===== config.mk =====
export PLATFORM = sky130hd
export DESIGN_NAME = key_matrix_scan
export DESIGN_NICKNAME = d
export VERILOG_FILES = /design/src/rtl/key_matrix_scan.sv
export SDC_FILE = /design/constraint.sdc
export NUM_CORES = 1
export LEC_CHECK = 0
export ABC_AREA = 0
export CAP_MARGIN = 40
export CORE_UTILIZATION = 59
export CTS_CLUSTER_SIZE = 8
export DETAILED_ROUTE_END_ITERATION = 8
export GPL_TIMING_DRIVEN = 0
export HOLD_SLACK_MARGIN = 0.03
export PLACE_DENSITY = 0.79
export RECOVER_POWER = 100
export SETUP_SLACK_MARGIN = 0.05
export SLEW_MARGIN = 20
export SYNTH_ARGS = -nofsm -noshare
export SYNTH_HDL_FRONTEND = slang
export SYNTH_SLANG_ARGS = --single-unit

===== constraint.sdc =====
create_clock -name clk -period 2.8 [get_ports clk]
set_input_delay 0.84 -clock clk [delete_from_list [all_inputs] [get_ports clk]]
set_output_delay 0.84 -clock clk [all_outputs]
set_load 0.005 [all_outputs]

===== src/rtl/key_matrix_scan.sv =====
// 4x4 keypad scanner: rotates an active-low column strobe once per tick and
// debounces press and release of the highest-priority (lowest row) key.
module key_matrix_scan #(
   parameter logic [31:0] SCAN_NUM = 32'd50000,
   parameter logic [3:0]  DEB_NUM  = 4'd10
) (
   input  logic       clk,
   input  logic       rst_n,
   input  logic [3:0] i_row,
   output logic [3:0] o_col,
   output logic [3:0] o_key,
   output logic       o_key_vld,
   output logic       o_key_held
);

   typedef enum logic [1:0] {S_SCAN, S_DEBOUNCE, S_HOLD, S_RELEASE} state_t;

   // Press threshold counts the SCAN sampling tick, so DEBOUNCE needs one fewer match.
   localparam logic [3:0] PRESS_THR = (DEB_NUM <= 4'd1) ? 4'd0 : DEB_NUM - 4'd1;

   state_t      state_q, state_d;
   logic [31:0] tick_cnt_q, tick_cnt_d;
   logic [3:0]  sync1_q, sync2_q;
   logic [1:0]  col_q, col_d;
   logic [3:0]  cand_q, cand_d;
   logic [3:0]  cnt_q, cnt_d;
   logic [3:0]  key_q, key_d;
   logic        vld_q, vld_d;

   logic        tick;
   logic        any_low;
   logic [1:0]  row_idx;
   logic        cand_row_high;
   logic [4:0]  cnt_inc;

   assign tick          = (tick_cnt_q == SCAN_NUM - 32'd1);
   assign any_low       = ~&sync2_q;
   assign cand_row_high = sync2_q[cand_q[3:2]];
   assign cnt_inc       = {1'b0, cnt_q} + 5'd1;

   always_comb begin
      row_idx = 2'd0;
      // Descending walk so the lowest low row is the last (winning) assignment.
      for (int i = 3; i >= 0; i--) begin
         if (!sync2_q[i]) row_idx = 2'(i);
      end
   end

   always_comb begin
      // NOTE: every variable gets a default first so no path leaves it unassigned (no latch).
      state_d    = state_q;
      tick_cnt_d = tick ? 32'd0 : tick_cnt_q + 32'd1;
      col_d      = col_q;
      cand_d     = cand_q;
      cnt_d      = cnt_q;
      key_d      = key_q;
      vld_d      = 1'b0;

      if (tick) begin
         unique case (state_q)
            S_SCAN: begin
               if (any_low) begin
                  cand_d  = {row_idx, col_q};
                  cnt_d   = 4'd0;
                  state_d = S_DEBOUNCE;
               end else begin
                  col_d = col_q + 2'd1;
               end
            end
            S_DEBOUNCE: begin
               if (any_low && ({row_idx, col_q} == cand_q)) begin
                  if (cnt_inc >= {1'b0, PRESS_THR}) begin
                     key_d   = cand_q;
                     vld_d   = 1'b1;
                     state_d = S_HOLD;
                  end else begin
                     cnt_d = cnt_inc[3:0];
                  end
               end else begin
                  col_d   = col_q + 2'd1;
                  state_d = S_SCAN;
               end
            end
            S_HOLD: begin
               if (cand_row_high) begin
                  cnt_d   = 4'd0;
                  state_d = S_RELEASE;
               end
            end
            S_RELEASE: begin
               if (!cand_row_high) begin
                  state_d = S_HOLD;
               end else if (cnt_inc >= {1'b0, DEB_NUM}) begin
                  col_d   = col_q + 2'd1;
                  state_d = S_SCAN;
               end else begin
                  cnt_d = cnt_inc[3:0];
               end
            end
            default: state_d = S_SCAN;
         endcase
      end
   end

   // NOTE: sequential state uses non-blocking assignments only; the reset is asynchronous.
   always_ff @(posedge clk or negedge rst_n) begin
      if (!rst_n) begin
         // NOTE: synchronizer resets to idle-high so no phantom press follows reset.
         sync1_q    <= 4'b1111;
         sync2_q    <= 4'b1111;
         state_q    <= S_SCAN;
         tick_cnt_q <= 32'd0;
         col_q      <= 2'd0;
         cand_q     <= 4'd0;
         cnt_q      <= 4'd0;
         key_q      <= 4'd0;
         vld_q      <= 1'b0;
      end else begin
         sync1_q    <= i_row;
         sync2_q    <= sync1_q;
         state_q    <= state_d;
         tick_cnt_q <= tick_cnt_d;
         col_q      <= col_d;
         cand_q     <= cand_d;
         cnt_q      <= cnt_d;
         key_q      <= key_d;
         vld_q      <= vld_d;
      end
   end

   assign o_col      = ~(4'b0001 << col_q);
   assign o_key      = key_q;
   assign o_key_vld  = vld_q;
   assign o_key_held = (state_q == S_HOLD) || (state_q == S_RELEASE);

endmodule


# Yosys cells after proc, flatten, opt, wreduce, memory -nomap -nowiden
# Index checks and enable logic that the tools add are counted.
dict set report classes {
  add_sub_neg 3
  reduce_logical 11
  n_eq_ne 16
  mux 30
  shifts 1
  bitwise 2
  order_cmp 3
}
# op count
set op_table {}
lappend op_table {{adder 32 x 1 -> 32 bit (second input constant)} 1}
lappend op_table {{equality test 32 x 16 -> 1 bit (second input constant)} 1}
lappend op_table {{two-way mux 32 bit} 1}
lappend op_table {{two-way mux 2 bit} 14}
lappend op_table {{two-way mux 4 bit} 6}
lappend op_table {{inequality test 2 bit (second input constant)} 9}
lappend op_table {{case mux 4 bit (4 select lines)} 1}
lappend op_table {{>= comparator 5 x 4 -> 1 bit (second input constant)} 2}
lappend op_table {{case mux 2 bit (4 select lines)} 1}
lappend op_table {{AND reduction 4 bit} 2}
lappend op_table {{AND reduction 7 bit} 1}
lappend op_table {{inequality test 3 bit (second input constant)} 2}
lappend op_table {{case mux 2 bit (3 select lines)} 1}
lappend op_table {{AND reduction 6 bit} 1}
lappend op_table {{adder 4 x 1 -> 5 bit (second input constant)} 1}
lappend op_table {{two-way mux 1 bit} 5}
lappend op_table {{AND reduction 5 bit} 1}
lappend op_table {{equality test 2 bit (second input constant)} 2}
lappend op_table {{equality test 4 bit} 1}
lappend op_table {{NOT 4 bit} 1}
lappend op_table {{left shift 1 x 2 -> 4 bit (first input constant)} 1}
lappend op_table {{less-than comparator 2 x 3 -> 1 bit (second input constant)} 1}
lappend op_table {{AND reduction 3 bit} 1}
lappend op_table {{nonzero test 3 bit} 1}
lappend op_table {{8 further kinds} 8}
dict set report word_totals {
  out_inout_bits 10
  reg_bits 57
  word_cells 75
}

# Depth between registers and ports, before layout
dict set report depth {
  ltp_word 9
  depth_mapped 8
  depth_no_buf 8
}

# Worst setup path before layout
# OpenSTA, ideal clock, no wires.
dict set report synth_timing {
  kind {reg2reg}
  from {register tick_cnt_q[0]}
  to {register cand_q[0]}
  required_time_ps 2672
  setup_slack_ps 661
  stages_incl_launch_ff 7
  path_buffers 1
  setup_ps 128
  arrival_time_ps 2011
  cell_sequence {dfrtp_1 > ha_1 > nand3_1 > or4_1 > buf_2 > nor3_2 > mux2_1}
}
dict set report synth_between {
  elab_chain_len 2
}
# item line_no
set synth_rtl {}
lappend synth_rtl {{start, declared} 22} ;# logic [31:0] tick_cnt_q, tick_cnt_d;
lappend synth_rtl {{start signal, assigned} 122} ;# tick_cnt_q <= tick_cnt_d;
lappend synth_rtl {{equality test 32 x 16 -> 1 bit} 36} ;# assign tick = (tick_cnt_q == SCAN_NUM - 32'd1);
lappend synth_rtl {{AND reduction 3 bit (no source line)} n/a}
lappend synth_rtl {{end signal, assigned} 124} ;# cand_q <= cand_d;
lappend synth_rtl {{end, declared} 25} ;# logic [3:0] cand_q, cand_d;
# Every way passes these cells.
# A chain may end at the register's enable or synchronous reset.

# Worst setup path in the final report
dict set report layout_timing {
  from {register tick_cnt_q[0]}
  to {register cnt_q[3]}
}
dict set report layout_between {
  elab_chain_len 2
}
# item line_no
set layout_rtl {}
lappend layout_rtl {{equality test 32 x 16 -> 1 bit} 36}
lappend layout_rtl {{AND reduction 7 bit (no source line)} n/a}
lappend layout_rtl {{end signal, assigned} 125} ;# cnt_q <= cnt_d;
lappend layout_rtl {{end, declared} 26} ;# logic [3:0] cnt_q, cnt_d;
# Every way passes these cells.

==> run_summary.xml <==
<?xml version="1.0" encoding="UTF-8"?>
<metrics>
  <group name="synth">
    <metric name="synth-async-reset-ratio" unit="%">100</metric>
    <metric name="synth_cell_types" unit="">46</metric>
    <metric name="synth-seq-area-share" unit="%">51.9</metric>
    <metric name="yosys_register_bits" unit="">57</metric>
    <metric name="avgSynthCellArea" unit="um2">10.9</metric>
    <metric name="post_synth_most_frequent_cells" unit="">dfrtp_1, nand2_1, xnor2_1</metric>
    <metric name="synth_edf_count" unit="">0</metric>
    <metric name="postSynthNetCount" unit="">267</metric>
    <metric name="syn_area" unit="um2">2770</metric>
    <metric name="yosys_warnings" unit="">0</metric>
    <metric name="yosysTopAreaCellShare" unit="%">44.3</metric>
    <metric name="yosysMostFrequentCell" unit="">dfrtp_1</metric>
    <metric name="synth_top_area_cell" unit="">dfrtp_1</metric>
    <metric name="synth.top_cells.by_area" unit="">dfrtp_1, dfstp_2, xnor2_1</metric>
    <metric name="synthesis.instances" unit="">253</metric>
    <metric name="ys.flop_type" unit="">dfrtp_1</metric>
  </group>
  <group name="placement">
    <metric name="place.detailed.instances" unit="">320</metric>
    <metric name="gp_routability_congestion" unit="">0.815</metric>
    <metric name="port_buffers" unit="">15</metric>
    <metric name="detailed_place.area" unit="um2">2980</metric>
    <metric name="dp_hpwl" unit="mm">3.34</metric>
    <metric name="pre_cts_ws" unit="ns">0.369</metric>
  </group>
  <group name="sta">
    <metric name="skew" unit="ns">0.00532</metric>
    <metric name="worst-slew-pin-transition" unit="ns">1.35</metric>
    <metric name="fin_tns_setup" unit="ns">0</metric>
    <metric name="report.final.slew_viol_count" unit="">0</metric>
    <metric name="max_slew_margin" unit="%">9.82</metric>
    <metric name="setup_viol" unit="">0</metric>
    <metric name="final.period_utilization" unit="%">91.4</metric>
    <metric name="min_period" unit="ns">2.56</metric>
    <metric name="final-hold-violation-count" unit="">0</metric>
    <metric name="final_critical_path_setup_slack" unit="ns">0.241</metric>
    <metric name="fmax" unit="MHz">391</metric>
    <metric name="grt_setup_unrepaired" unit="">false</metric>
  </group>
  <group name="cts">
    <metric name="hold_buffers" unit="">0</metric>
    <metric name="clock_h_tree_levels" unit="">3</metric>
    <metric name="numClockSinks" unit="">57</metric>
    <metric name="clockBufferDepth" unit="">2</metric>
    <metric name="clock_insertion_delay_worst_skew" unit="ns">0.33</metric>
    <metric name="clk_transition_reported_paths" unit="ns">0.06</metric>
    <metric name="clockRootBuffer" unit="">clkbuf_8</metric>
    <metric name="cts_inserted_buffers" unit="">9</metric>
    <metric name="cts.repair.resized" unit="">0</metric>
    <metric name="tritoncts" unit="">done</metric>
    <metric name="cts_post_setup_buffers_inserted" unit="">0</metric>
  </group>
  <group name="floorplan">
    <metric name="pin_count" unit="">16</metric>
    <metric name="chipWidth" unit="um">70.5</metric>
    <metric name="initial_utilization" unit="%">62.2</metric>
    <metric name="rows" unit="">24</metric>
    <metric name="die-height" unit="um">70.5</metric>
    <metric name="core_region_area" unit="um2">4440</metric>
    <metric name="fp.dieArea" unit="um2">4970</metric>
  </group>
  <group name="global_route">
    <metric name="grt_overflow_total" unit="">0</metric>
    <metric name="gr-usage-all-layers" unit="%">23.4</metric>
    <metric name="largest_net_degree_at_the_start_of_global_routing" unit="">58</metric>
    <metric name="grt_first_pass_wirelength" unit="mm">8.68</metric>
    <metric name="antenna_found_initial" unit="">0</metric>
    <metric name="grt_pass1_vias" unit="">1838</metric>
  </group>
  <group name="power">
    <metric name="power.combinational.fraction" unit="%">1.9</metric>
    <metric name="internal_power" unit="uW">1190</metric>
    <metric name="pleak" unit="uW">0.00142</metric>
    <metric name="power_switching_share" unit="%">21.2</metric>
    <metric name="vdd_drop_max" unit="mV">0.434</metric>
    <metric name="p_clk_share" unit="%">42.5</metric>
    <metric name="switchingPower" unit="uW">319</metric>
    <metric name="reg_power_share" unit="%">55.6</metric>
    <metric name="power-per-cell-area" unit="nW/um2">482</metric>
  </group>
  <group name="critical_path">
    <metric name="critical-path-slowest-cell" unit="">or4_1</metric>
    <metric name="critPathRequiredTime" unit="ns">3.04</metric>
    <metric name="path_class" unit="">reg2reg</metric>
    <metric name="worst-path-max-fanout" unit="">6</metric>
    <metric name="worst_setup_path_end_kind" unit="">flip-flop</metric>
    <metric name="worst_setup_path_start_kind" unit="">flip-flop</metric>
    <metric name="cp_num_buf_inv" unit="">1</metric>
    <metric name="critical_path.cell_chain" unit="">ha_1 &gt; nand3_1 &gt; or4_1 &gt; clkbuf_1 &gt; a211o_1 &gt; or2_0 &gt; o211ai_1</metric>
    <metric name="worst-endpoint-arrival" unit="ns">2.80</metric>
    <metric name="critical-path-top-delay-family" unit="">simple AND/OR/NAND/NOR gates</metric>
    <metric name="critical_path.max_stage_delay" unit="ns">0.53</metric>
  </group>
  <group name="drt">
    <metric name="drt_pass1_iterations" unit="">6</metric>
    <metric name="via_count" unit="">1917</metric>
    <metric name="route.antenna.remaining_nets" unit="">0</metric>
    <metric name="drt_iter0_markers" unit="">186</metric>
    <metric name="vias_per_cell" unit="">5.71</metric>
    <metric name="post-route-drc-count" unit="">3</metric>
    <metric name="wl_per_cell" unit="um">14.6</metric>
    <metric name="postRouteWirelength" unit="mm">4.90</metric>
  </group>
  <group name="layout">
    <metric name="finalCoreUtilization" unit="%">70.4</metric>
    <metric name="nets" unit="">293</metric>
    <metric name="n_antenna_cell" unit="">0</metric>
    <metric name="syn_to_final_growth" unit="%">13.1</metric>
    <metric name="fill_cells" unit="">336</metric>
    <metric name="layout-drive-gt1-share" unit="%">8.80</metric>
    <metric name="final_cells" unit="">336</metric>
    <metric name="fin_area" unit="um2">3130</metric>
  </group>
  <group name="run">
    <metric name="drv.max_cap_violation_count" unit="">0</metric>
  </group>
  <group name="outcome">
    <metric name="result_of_the_run" unit="">finished, violations left</metric>
    <metric name="violations_in_the_final_reports" unit="">DRC</metric>
  </group>
  <group name="min_path">
    <metric name="holdCritPathClass" unit="">reg2reg</metric>
  </group>
</metrics>
-- power groups by stage --
stage               sequential [uW]  combinational (uW)  clock [uW]
global placement                852                30.7           0
finish                          839                28.0         641
floorplan                       852                6.87           0
detailed placement              853                30.7           0
global route                    838                33.4         701
CTS                             838                31.0         658
-- state kept, by name (all words and copies together) (netlist names) --
signal and cells:
col_q 2, sync2_q 4, o_key_vld 1, o_key 4, cand_q 4, tick_cnt_q 32, cnt_q 4, state_q 2
sync1_q 4
-- per-layer routing --
metal  global-route usage [%]  routed length (um)  up-vias
li1                         -                   -      942
met1                     34.2                2400      931
met2                     31.9                2190       35
met3                     6.93                 218        9
met4                     10.9                  98        0
met5                        0                   0        -
-- cell type report --
class / instances / area, um2 / share of cell area (%)
buffer: 5 / 18.8 / 0.600
clock buffer: 15 / 156 / 5.00
clock inverter: 1 / 5.00 / 0.160
inverter: 13 / 48.8 / 1.56
multi-input combinational: 178 / 1250 / 40.0
sequential: 57 / 1440 / 45.9
tap: 52 / 65.1 / 2.08
timing repair buffer: 15 / 145 / 4.64
-- worst paths after layout --
path | slack (ns) | from | cells after the start | endpoint
max | 0.24 | tick_cnt_q[0]$_DFF_PN0_ | 7 | cnt_q[3]$_DFFE_PN0P_
min | 0.35 | sync1_q[1]$_DFF_PN1_ | 0 | sync2_q[1]$_DFF_PN1_
max reg2reg | 0.24 | tick_cnt_q[0]$_DFF_PN0_ | 7 | cnt_q[3]$_DFFE_PN0P_
min reg2reg | 0.35 | sync1_q[1]$_DFF_PN1_ | 0 | sync2_q[1]$_DFF_PN1_
max in group asynchronous | 1.16 | rst_n | 1 | state_q[1]$_DFFE_PN0P_
min in group asynchronous | 0.81 | rst_n | 1 | tick_cnt_q[1]$_DFF_PN0_
-- worst reg2reg max path, delay by kind of cell (launching register included) --
family	cells	cell delay [ns]
compound gates	2	0.56
buf+inv	1	0.23
flops	1	0.42
fa+ha+maj	1	0.28
simple gates	3	0.99
-- through the flow --
step                hold WS [ns]  power [uW]
global route               0.358        1570
global placement           0.345         883
CTS                        0.356        1530
floorplan                  0.345         859
finish                     0.352        1510
detailed placement         0.347         883
-- kinds of logic after synthesis --
group / Yosys count / synth area share, %
flops: 57 / 51.9
fa+ha+maj: 8 / 3.62
simple gates: 95 / 19.7
compound gates: 32 / 7.37
buf+inv: 18 / 2.49
xor+xnor: 33 / 10.4
mux: 10 / 4.43
-- cells in the final DEF (no fill, tap or decap), types with 2 or more instances in the layout --
| cell type | count |
|---|---|
| and3_1 | 10 |
| dfrtp_1 | 49 |
| o21ai_1 | 3 |
| o211ai_1 | 2 |
| clkbuf_1 | 10 |
| and2_1 | 2 |
| nor2_1 | 12 |
| ha_1 | 8 |
| a21oi_1 | 4 |
| mux2_1 | 8 |
| nand4_1 | 7 |
| inv_1 | 13 |
| nor3b_1 | 2 |
| nand2_1 | 22 |
| and4_1 | 2 |
| nor4_1 | 7 |
| nand3_1 | 17 |
| nand3b_1 | 3 |
| xor2_1 | 12 |
| o21ai_0 | 13 |
| and3b_1 | 2 |
| xnor2_1 | 21 |
| dfstp_2 | 8 |
| dlygate4sd3_1 | 14 |
| clkbuf_8 | 10 |
Power figures use the tool's default switching activity.
